### src/rtl/dmem_arbiter_if.sv
// Master-side bus of the data-RAM arbiter: two request/ack ports sharing
// one response path (rdata/err).
interface dmem_arbiter_if;
    logic        req0;
    logic        req1;
    logic        we0;
    logic        we1;
    logic [31:0] addr0;
    logic [31:0] addr1;
    logic [31:0] wdata0;
    logic [31:0] wdata1;
    logic        ack0;
    logic        ack1;
    logic [31:0] rdata;
    logic        err;

    // Seen from the requesting masters (CPU memory stage and debug/loader).
    modport master (
        output req0, req1, we0, we1, addr0, addr1, wdata0, wdata1,
        input  ack0, ack1, rdata, err
    );

    // Seen from the arbiter.
    modport slave (
        input  req0, req1, we0, we1, addr0, addr1, wdata0, wdata1,
        output ack0, ack1, rdata, err
    );
endinterface

### src/rtl/dmem_arbiter.sv
// Two-port round-robin arbiter in front of the single-port data RAM.
// Every access walks IDLE -> ISSUE -> RESP; accesses to I/O space, misaligned
// or beyond the RAM depth are acknowledged with err and never reach the RAM.
module dmem_arbiter #(
    parameter int ADDR_W = 5,
    parameter int CNT_W  = 16
) (
    input  logic              clock,
    input  logic              resetn,
    dmem_arbiter_if.slave     bus,
    output logic              busy,
    output logic              ram_en,
    output logic              ram_we,
    output logic [ADDR_W-1:0] ram_addr,
    output logic [31:0]       ram_wdata,
    input  logic [31:0]       ram_rdata,
    output logic [CNT_W-1:0]  cnt0,
    output logic [CNT_W-1:0]  cnt1
);

    typedef enum logic [1:0] {
        S_IDLE,
        S_ISSUE,
        S_RESP
    } state_t;

    state_t              state_q, state_d;
    logic                owner_q, owner_d;   // port of the transaction in flight
    logic                last_q, last_d;     // port granted most recently
    logic                we_q, we_d;
    logic                valid_q, valid_d;
    logic [ADDR_W-1:0]   waddr_q, waddr_d;
    logic [31:0]         wdata_q, wdata_d;
    logic [CNT_W-1:0]    cnt0_q, cnt0_d;
    logic [CNT_W-1:0]    cnt1_q, cnt1_d;

    logic                grant;
    logic [31:0]         sel_addr;

    // Next-state logic: arbitration and latching in IDLE, bookkeeping in RESP.
    always_comb begin
        // NOTE: every signal gets a default first so no path leaves it unassigned (no latches).
        state_d  = state_q;
        owner_d  = owner_q;
        last_d   = last_q;
        we_d     = we_q;
        valid_d  = valid_q;
        waddr_d  = waddr_q;
        wdata_d  = wdata_q;
        cnt0_d   = cnt0_q;
        cnt1_d   = cnt1_q;
        grant    = 1'b0;
        sel_addr = '0;

        case (state_q)
            S_IDLE: begin
                if (bus.req0 || bus.req1) begin
                    // A tie goes to the port that did not own the previous access.
                    grant    = (bus.req0 && bus.req1) ? ~last_q : bus.req1;
                    sel_addr = grant ? bus.addr1 : bus.addr0;
                    owner_d  = grant;
                    we_d     = grant ? bus.we1 : bus.we0;
                    wdata_d  = grant ? bus.wdata1 : bus.wdata0;
                    waddr_d  = sel_addr[ADDR_W+1:2];
                    // Bit 31 selects I/O space; bits above the RAM depth must be clear.
                    valid_d  = (sel_addr[31:ADDR_W+2] == '0) && (sel_addr[1:0] == 2'b00);
                    state_d  = S_ISSUE;
                end
            end
            S_ISSUE: begin
                state_d = S_RESP;
            end
            S_RESP: begin
                last_d = owner_q;
                if (!owner_q && (cnt0_q != '1)) cnt0_d = cnt0_q + CNT_W'(1);
                if ( owner_q && (cnt1_q != '1)) cnt1_d = cnt1_q + CNT_W'(1);
                state_d = S_IDLE;
            end
            default: begin
                state_d = S_IDLE;
            end
        endcase
    end

    // State and latched-request registers with synchronous active-low reset.
    always_ff @(posedge clock) begin
        // NOTE: sequential state uses non-blocking assignments so all registers update together.
        if (!resetn) begin
            state_q <= S_IDLE;
            owner_q <= 1'b0;
            last_q  <= 1'b1;
            we_q    <= 1'b0;
            valid_q <= 1'b0;
            waddr_q <= '0;
            wdata_q <= '0;
            cnt0_q  <= '0;
            cnt1_q  <= '0;
        end else begin
            state_q <= state_d;
            owner_q <= owner_d;
            last_q  <= last_d;
            we_q    <= we_d;
            valid_q <= valid_d;
            waddr_q <= waddr_d;
            wdata_q <= wdata_d;
            cnt0_q  <= cnt0_d;
            cnt1_q  <= cnt1_d;
        end
    end

    // RAM strobes come from state only; resetn gating kills a write caught mid-ISSUE.
    always_comb begin
        ram_en    = resetn && (state_q == S_ISSUE) && valid_q;
        ram_we    = ram_en && we_q;
        ram_addr  = waddr_q;
        ram_wdata = wdata_q;
        busy      = (state_q != S_IDLE);
        cnt0      = cnt0_q;
        cnt1      = cnt1_q;
    end

    // Response decode: ack/err/rdata depend only on state and latched fields.
    always_comb begin
        bus.ack0  = 1'b0;
        bus.ack1  = 1'b0;
        bus.err   = 1'b0;
        bus.rdata = '0;
        if (state_q == S_RESP) begin
            bus.ack0 = !owner_q;
            bus.ack1 = owner_q;
            bus.err  = !valid_q;
            if (valid_q && !we_q) bus.rdata = ram_rdata;
        end
    end

endmodule

### src/flat_wrapper.sv
// flat-port wrapper written by rule: the top's interface ports become plain ports
module dmem_arbiter_flat 
#(
    parameter int ADDR_W = 5,
    parameter int CNT_W  = 16
)
  (clock, resetn, busy, ram_en, ram_we, ram_addr, ram_wdata, ram_rdata, cnt0, cnt1, bus_req0, bus_req1, bus_we0, bus_we1, bus_addr0, bus_addr1, bus_wdata0, bus_wdata1, bus_ack0, bus_ack1, bus_rdata, bus_err);
  dmem_arbiter_if bus_i ();
  input  logic clock;
  input  logic resetn;
  output logic busy;
  output logic ram_en;
  output logic ram_we;
  output logic [ADDR_W-1:0] ram_addr;
  output logic [31:0] ram_wdata;
  input  logic [31:0] ram_rdata;
  output logic [CNT_W-1:0] cnt0;
  output logic [CNT_W-1:0] cnt1;
  input wire logic [$bits(bus_i.req0)-1:0] bus_req0;
  input wire logic [$bits(bus_i.req1)-1:0] bus_req1;
  input wire logic [$bits(bus_i.we0)-1:0] bus_we0;
  input wire logic [$bits(bus_i.we1)-1:0] bus_we1;
  input wire logic [$bits(bus_i.addr0)-1:0] bus_addr0;
  input wire logic [$bits(bus_i.addr1)-1:0] bus_addr1;
  input wire logic [$bits(bus_i.wdata0)-1:0] bus_wdata0;
  input wire logic [$bits(bus_i.wdata1)-1:0] bus_wdata1;
  output wire logic [$bits(bus_i.ack0)-1:0] bus_ack0;
  output wire logic [$bits(bus_i.ack1)-1:0] bus_ack1;
  output wire logic [$bits(bus_i.rdata)-1:0] bus_rdata;
  output wire logic [$bits(bus_i.err)-1:0] bus_err;
  assign bus_i.req0 = bus_req0;
  assign bus_i.req1 = bus_req1;
  assign bus_i.we0 = bus_we0;
  assign bus_i.we1 = bus_we1;
  assign bus_i.addr0 = bus_addr0;
  assign bus_i.addr1 = bus_addr1;
  assign bus_i.wdata0 = bus_wdata0;
  assign bus_i.wdata1 = bus_wdata1;
  assign bus_ack0 = bus_i.ack0;
  assign bus_ack1 = bus_i.ack1;
  assign bus_rdata = bus_i.rdata;
  assign bus_err = bus_i.err;
  dmem_arbiter #(.ADDR_W(ADDR_W), .CNT_W(CNT_W)) u_core (.clock(clock), .resetn(resetn), .bus(bus_i), .busy(busy), .ram_en(ram_en), .ram_we(ram_we), .ram_addr(ram_addr), .ram_wdata(ram_wdata), .ram_rdata(ram_rdata), .cnt0(cnt0), .cnt1(cnt1));
endmodule
### config.mk
export PLATFORM = sky130hd
export DESIGN_NAME = dmem_arbiter_flat
export DESIGN_NICKNAME = d
export VERILOG_FILES = /design/src/rtl/dmem_arbiter_if.sv /design/src/rtl/dmem_arbiter.sv /design/src/flat_wrapper.sv
export SDC_FILE = /design/constraint.sdc
export NUM_CORES = 1
export LEC_CHECK = 0
export CORE_ASPECT_RATIO = 1.75
export CORE_MARGIN = 2
export CORE_UTILIZATION = 32
export DETAILED_ROUTE_END_ITERATION = 8
export PLACE_DENSITY = 0.77
export SLEW_MARGIN = 20
export SYNTH_ARGS = -nofsm -noshare
export SYNTH_HDL_FRONTEND = slang
export SYNTH_SLANG_ARGS = --single-unit
### constraint.sdc
create_clock -name clock -period 1.9 [get_ports clock]
set_clock_uncertainty 0.15 [all_clocks]
set_input_delay 0.285 -clock clock [delete_from_list [all_inputs] [get_ports clock]]
set_output_delay 0.285 -clock clock [all_outputs]
set_load 0.1 [all_outputs]
[Word-level counts from Yosys, hierarchy flattened]
Cells that the tools add are included.
Word-level totals
  output and inout port bits: 107
  input port bits: 166
  register bits after elaboration: 75
  logic and storage cells: 47
Operators by class
  muxes and demuxes: 11
  reductions and logical operators: 19
  add/sub/neg operators: 2
  eq/ne operators: 5
  bitwise gates (word level): 1
Operators with widths (number)
  $mux W32: 4
  $add A16 B1 Y16 const B: 2
  $ne A16 B16 Y1 const B: 2
  $logic_not A25 Y1: 1
  $logic_and A1 B1 Y1: 8
  $reduce_and A2 Y1: 3
  $mux W1: 5
  $logic_not A2 Y1: 2
  $pmux W2 S2: 1
  $logic_not A1 Y1: 3
  $eq A2 B1 Y1 const B: 1
  $eq A2 B2 Y1 const B: 1
  $mux W2: 1
  $ne A2 B1 Y1 const B: 1
  $reduce_bool A2 Y1: 1
  $logic_or A1 B1 Y1: 1
  $not A1 Y1: 1

[Depth between registers and ports, before layout]
Gate-level depths: netlist (run 1).
  word-level depth: 5
  depth in mapped cells: 6
  depth with buffers taken out: 5

[Worst setup path before layout (run 1)]
No wires, ideal clock.
  path type: register to register
  start point: register u_core.cnt1_q[5] (netlist: u_core.cnt1[5])
  end point: register u_core.cnt1_q[13] (netlist: u_core.cnt1[13])
  slack: -756 ps
  clock period less this slack: 2656 ps
  stages on the path, launching flop included: 5
  library setup time: 122 ps
  required time: 1628 ps
  path buffers: 0
  arrival: 2384 ps
  path through: dfxtp_1 nand4_2 or4b_4 or4_1 mux2i_1
Between the ends
  cells in the longest elaborated chain, start to end: 3
  elaborated cells between the ends (all ways): 4
  classes of those cells: 1 x add/sub; 1 x eq/ne; 2 x reduce/logical
RTL lines
  start: declaration: RTL line dmem_arbiter.sv:35  | logic [CNT_W-1:0] cnt1_q, cnt1_d;
  start signal: assignment: RTL line dmem_arbiter.sv:107  | cnt1_q <= cnt1_d;
  parallel branches: the longest is 3 deep, another holds $add A16 B1 Y16
Several ways; the timed one is not identified.
A chain may end at the register's enable or synchronous reset.

[Worst setup path in the final report (run 1)]
  start point: register u_core.state_q[1]
  end point: output port bus_rdata[21]
Between the ends
  cells in the longest elaborated chain, start to end: 2
RTL lines
  start: declaration: RTL line dmem_arbiter.sv:27  | state_t state_q, state_d;
  start signal: assignment: RTL line dmem_arbiter.sv:99  | state_q <= state_d;
  $eq A2 B2 Y1: RTL line dmem_arbiter.sv:128  | if (state_q == S_RESP) begin
  $mux W32: RTL line dmem_arbiter.sv:128
  end: declaration: RTL line flat_wrapper.sv:29  | output wire logic [$bits(bus_i.rdata)-1:0] bus_rdata;
Every way passes these cells.

==> flow_summary.json, run 1 <==
{
  "crit_family": "simple AND/OR/NAND/NOR gates",
  "cp-end-kind": "output port",
  "path_cells": "or2b_4 > nor3b_4 > buf_6 > clkbuf_16 > and2_4 > buf_12",
  "core_area_um2": 12000,
  "hp-start": "u_core.cnt1[8]",
  "p_per_area_nw_per_um2": 604,
  "peakVddDrop_v": 0.000665,
  "dp_hpwl_um": 13600,
  "synthesis.area_um2": 3930,
  "hold_class": "reg -> reg",
  "synthDistinctLibCells": 39,
  "firstDrtPassIters": 5,
  "synth_area_leaders": "dfxtp_1 38%, mux2i_1 15%, a211oi_1 7.3%",
  "power_leakage_nw": 3.48,
  "antenna_found_initial": 0,
  "rsz0062_at_grt": "true",
  "syn_to_final_growth_pct": 129,
  "overflow": 0,
  "setup_violations": 36,
  "start_kind": "register",
  "drive_gt1_share_pct": 36.5,
  "place_ws_ns": -0.116,
  "antenna_cells": 0,
  "grt_pass1_vias": 5128,
  "antenna_left": 0,
  "route.detailed.drc": 0,
  "clock-root-buffer": "clkbuf_16",
  "tritoncts": "done",
  "fin_area_um2": 9000,
  "ios": 273,
  "grt_max_degree": 45,
  "synth.largest_area_cell": "dfxtp_1",
  "syn_nets": 631,
  "die_h_um": 151,
  "num_rows": 53,
  "finalPower_mw": 5.44,
  "timing.rr.start": "u_core.state_q[1]",
  "dieArea_um2": 13200,
  "cp_slowest_cell": "dfxtp_2",
  "clockBufferDepth": 2,
  "netlist_instances": 463,
  "min_path_cells": 1,
  "crit_start": "u_core.state_q[1]",
  "place.gp.congestion": 0.892,
  "fin_nets": 932,
  "portBuffers": 272,
  "pwr-share-comb_pct": 37.3,
  "synth_seq_area_share_pct": 38.2,
  "synth_ff_type": "dfxtp_1",
  "tightest_slew_ns": 0.558,
  "maxCapViolations": 0,
  "synth_top_area_share_pct": 38.2,
  "path_max_fanout": 8,
  "synth_seq_cells": 75,
  "hold_buffers": 0,
  "placed_cell_area_um2": 8340,
  "synthTopCellsByCount": "75 x dfxtp_1, 60 x mux2i_1, 47 x nor2_1",
  "synth-edff-count": 0,
  "power.share.clock_pct": 30.3,
  "numCtsBuffers": 9,
  "initial_core_util_pct": 32.8,
  "switchingPower_mw": 1.94,
  "relSlewSlack_pct": 62.7,
  "hold-worst-slack_ns": 0.343,
  "syn_area_per_cell_um2": 8.49,
  "drt_wl_total_um": 17400,
  "p_sw_share_pct": 35.7,
  "routedWlPerCell_um": 18.7,
  "grt.total_usage_pct": 25.0,
  "htree_levels": 3,
  "p_int_mw": 3.50,
  "fin_crit_sh_pct": 116,
  "die_w_um": 87.8,
  "violations": "negative setup slack",
  "grt_pass1_wl_um": 25600,
  "finalWorstPathRequiredPeriod_ns": 2.21,
  "fmax_mhz": 452,
  "outcome": "complete, but fails checks",
  "path_clk_slew_ns": 0.06,
  "max_stage_delay_ns": 0.33,
  "drt_iter0_markers": 235,
  "ys_warn_count": 0,
  "synth-async-reset-ratio_pct": 0,
  "r2r_cells": 8,
  "final_util_pct": 75.0,
  "slew_violations": 0,
  "crit_buf_inv": 3,
  "viasPerCell": 5.24,
  "p_seq_share_pct": 32.4,
  "regArea_um2": 1610,
  "cp.depth": 6,
  "synth_most_common_cell": "dfxtp_1",
  "multi_input_area_um2": 2580,
  "fillCellCount": 763,
  "vias": 4897,
  "crit_required_ns": 1.46,
  "clock-sinks": 75,
  "hold_viol_final": 0,
  "clk_latency_ns": 0.33,
  "setup.worst_path.class": "reg -> out",
  "worst_slack_ns": -0.311,
  "worstPathArrival_ns": 1.78
}
sequential cells by signal, summed over array words and instances (netlist names):
register          count
u_core.valid_q        1
u_core.ram_addr       5
u_core.owner_q        1
u_core.state_q        2
u_core.cnt0          16
u_core.we_q           1
u_core.last_q         1
u_core.ram_wdata     32
u_core.cnt1          16
cells in the final DEF, fill, tap and decap left out, types with 6 or more instances in the layout:
cell,count
mux2i_1,60
nor4_1,13
a211oi_1,38
nor2_1,44
a21oi_1,12
clkdlybuf4s50_1,165
dfxtp_1,40
nand2b_1,18
clkbuf_16,11
nand4_1,13
inv_1,7
nand2_1,37
dfxtp_2,9
a21oi_2,11
buf_12,111
dfxtp_4,26
buf_4,35
nand3_1,6
and2_4,32
logic make-up after synthesis:
logic type / Yosys count / share of synthesized area (%)
mux: 60 / 15.3
buf+inv: 39 / 3.88
compound gates: 80 / 13.6
fa+ha+maj: 2 / 0.636
flops: 75 / 38.2
simple gates: 207 / 28.5
metal layers:
metal  routed length (um)  up-vias  GRT usage (%)
li1                     -     2281              -
met1                 5640     2299           24.9
met2                 9530      267           44.9
met3                 1510       50           7.95
met4                  750        0           13.3
met5                    0        -              0
cell type report:
| class | count | share of cell area, % |
|---|---|---|
| clock buffer | 11 | 2.81 |
| multi-input combinational | 349 | 28.6 |
| tap | 165 | 2.29 |
| timing repair buffer | 320 | 47.6 |
| clock inverter | 5 | 0.403 |
| sequential | 75 | 17.9 |
| inverter | 9 | 0.417 |
per-stage QoR:
stage                     setup TNS [ns]  std cells
after floorplan                    -3.21        463
after global placement            -0.129        906
after detailed placement           -1.86        906
after CTS                          -9.90        927
after global routing              -11.77        934
final                              -9.71        934
repair_timing:
action                     in CTS  in global routing
pin swaps                       4                 22
gates resized for setup        21                 41
setup endpoints to repair      39                 70
setup buffers                   4                  7
gates cloned                    1                  2
power groups by stage:
stage,sequential (mW),clock (mW),combinational [mW]
after floorplan,2.40,0,0.390
after global placement,1.79,0,1.94
after detailed placement,1.79,0,1.98
after CTS,1.76,1.67,2.01
after global routing,1.77,1.74,2.11
final,1.76,1.65,2.03
path summary, 6_finish.rpt:
path / to / slack (ns)
worst max-delay path: bus_rdata[21] / -0.31
worst min-delay path: u_core.cnt1[8] / 0.34
worst max register to register: u_core.cnt0[14] / -0.12
worst min register to register: u_core.cnt1[8] / 0.34
Power figures use the tool's default switching activity.
==> run 2, diff against run 1 <==
--- a/config.mk
+++ b/config.mk
@@ -9,6 +9,7 @@
 export CORE_MARGIN = 2
 export CORE_UTILIZATION = 32
 export DETAILED_ROUTE_END_ITERATION = 8
+export GPL_ROUTABILITY_DRIVEN = 0
 export PLACE_DENSITY = 0.77
 export SLEW_MARGIN = 20
 export SYNTH_ARGS = -nofsm -noshare
==> results of run 2 <==
No change in the layout: final DEF, timing and power equal those of run 1.
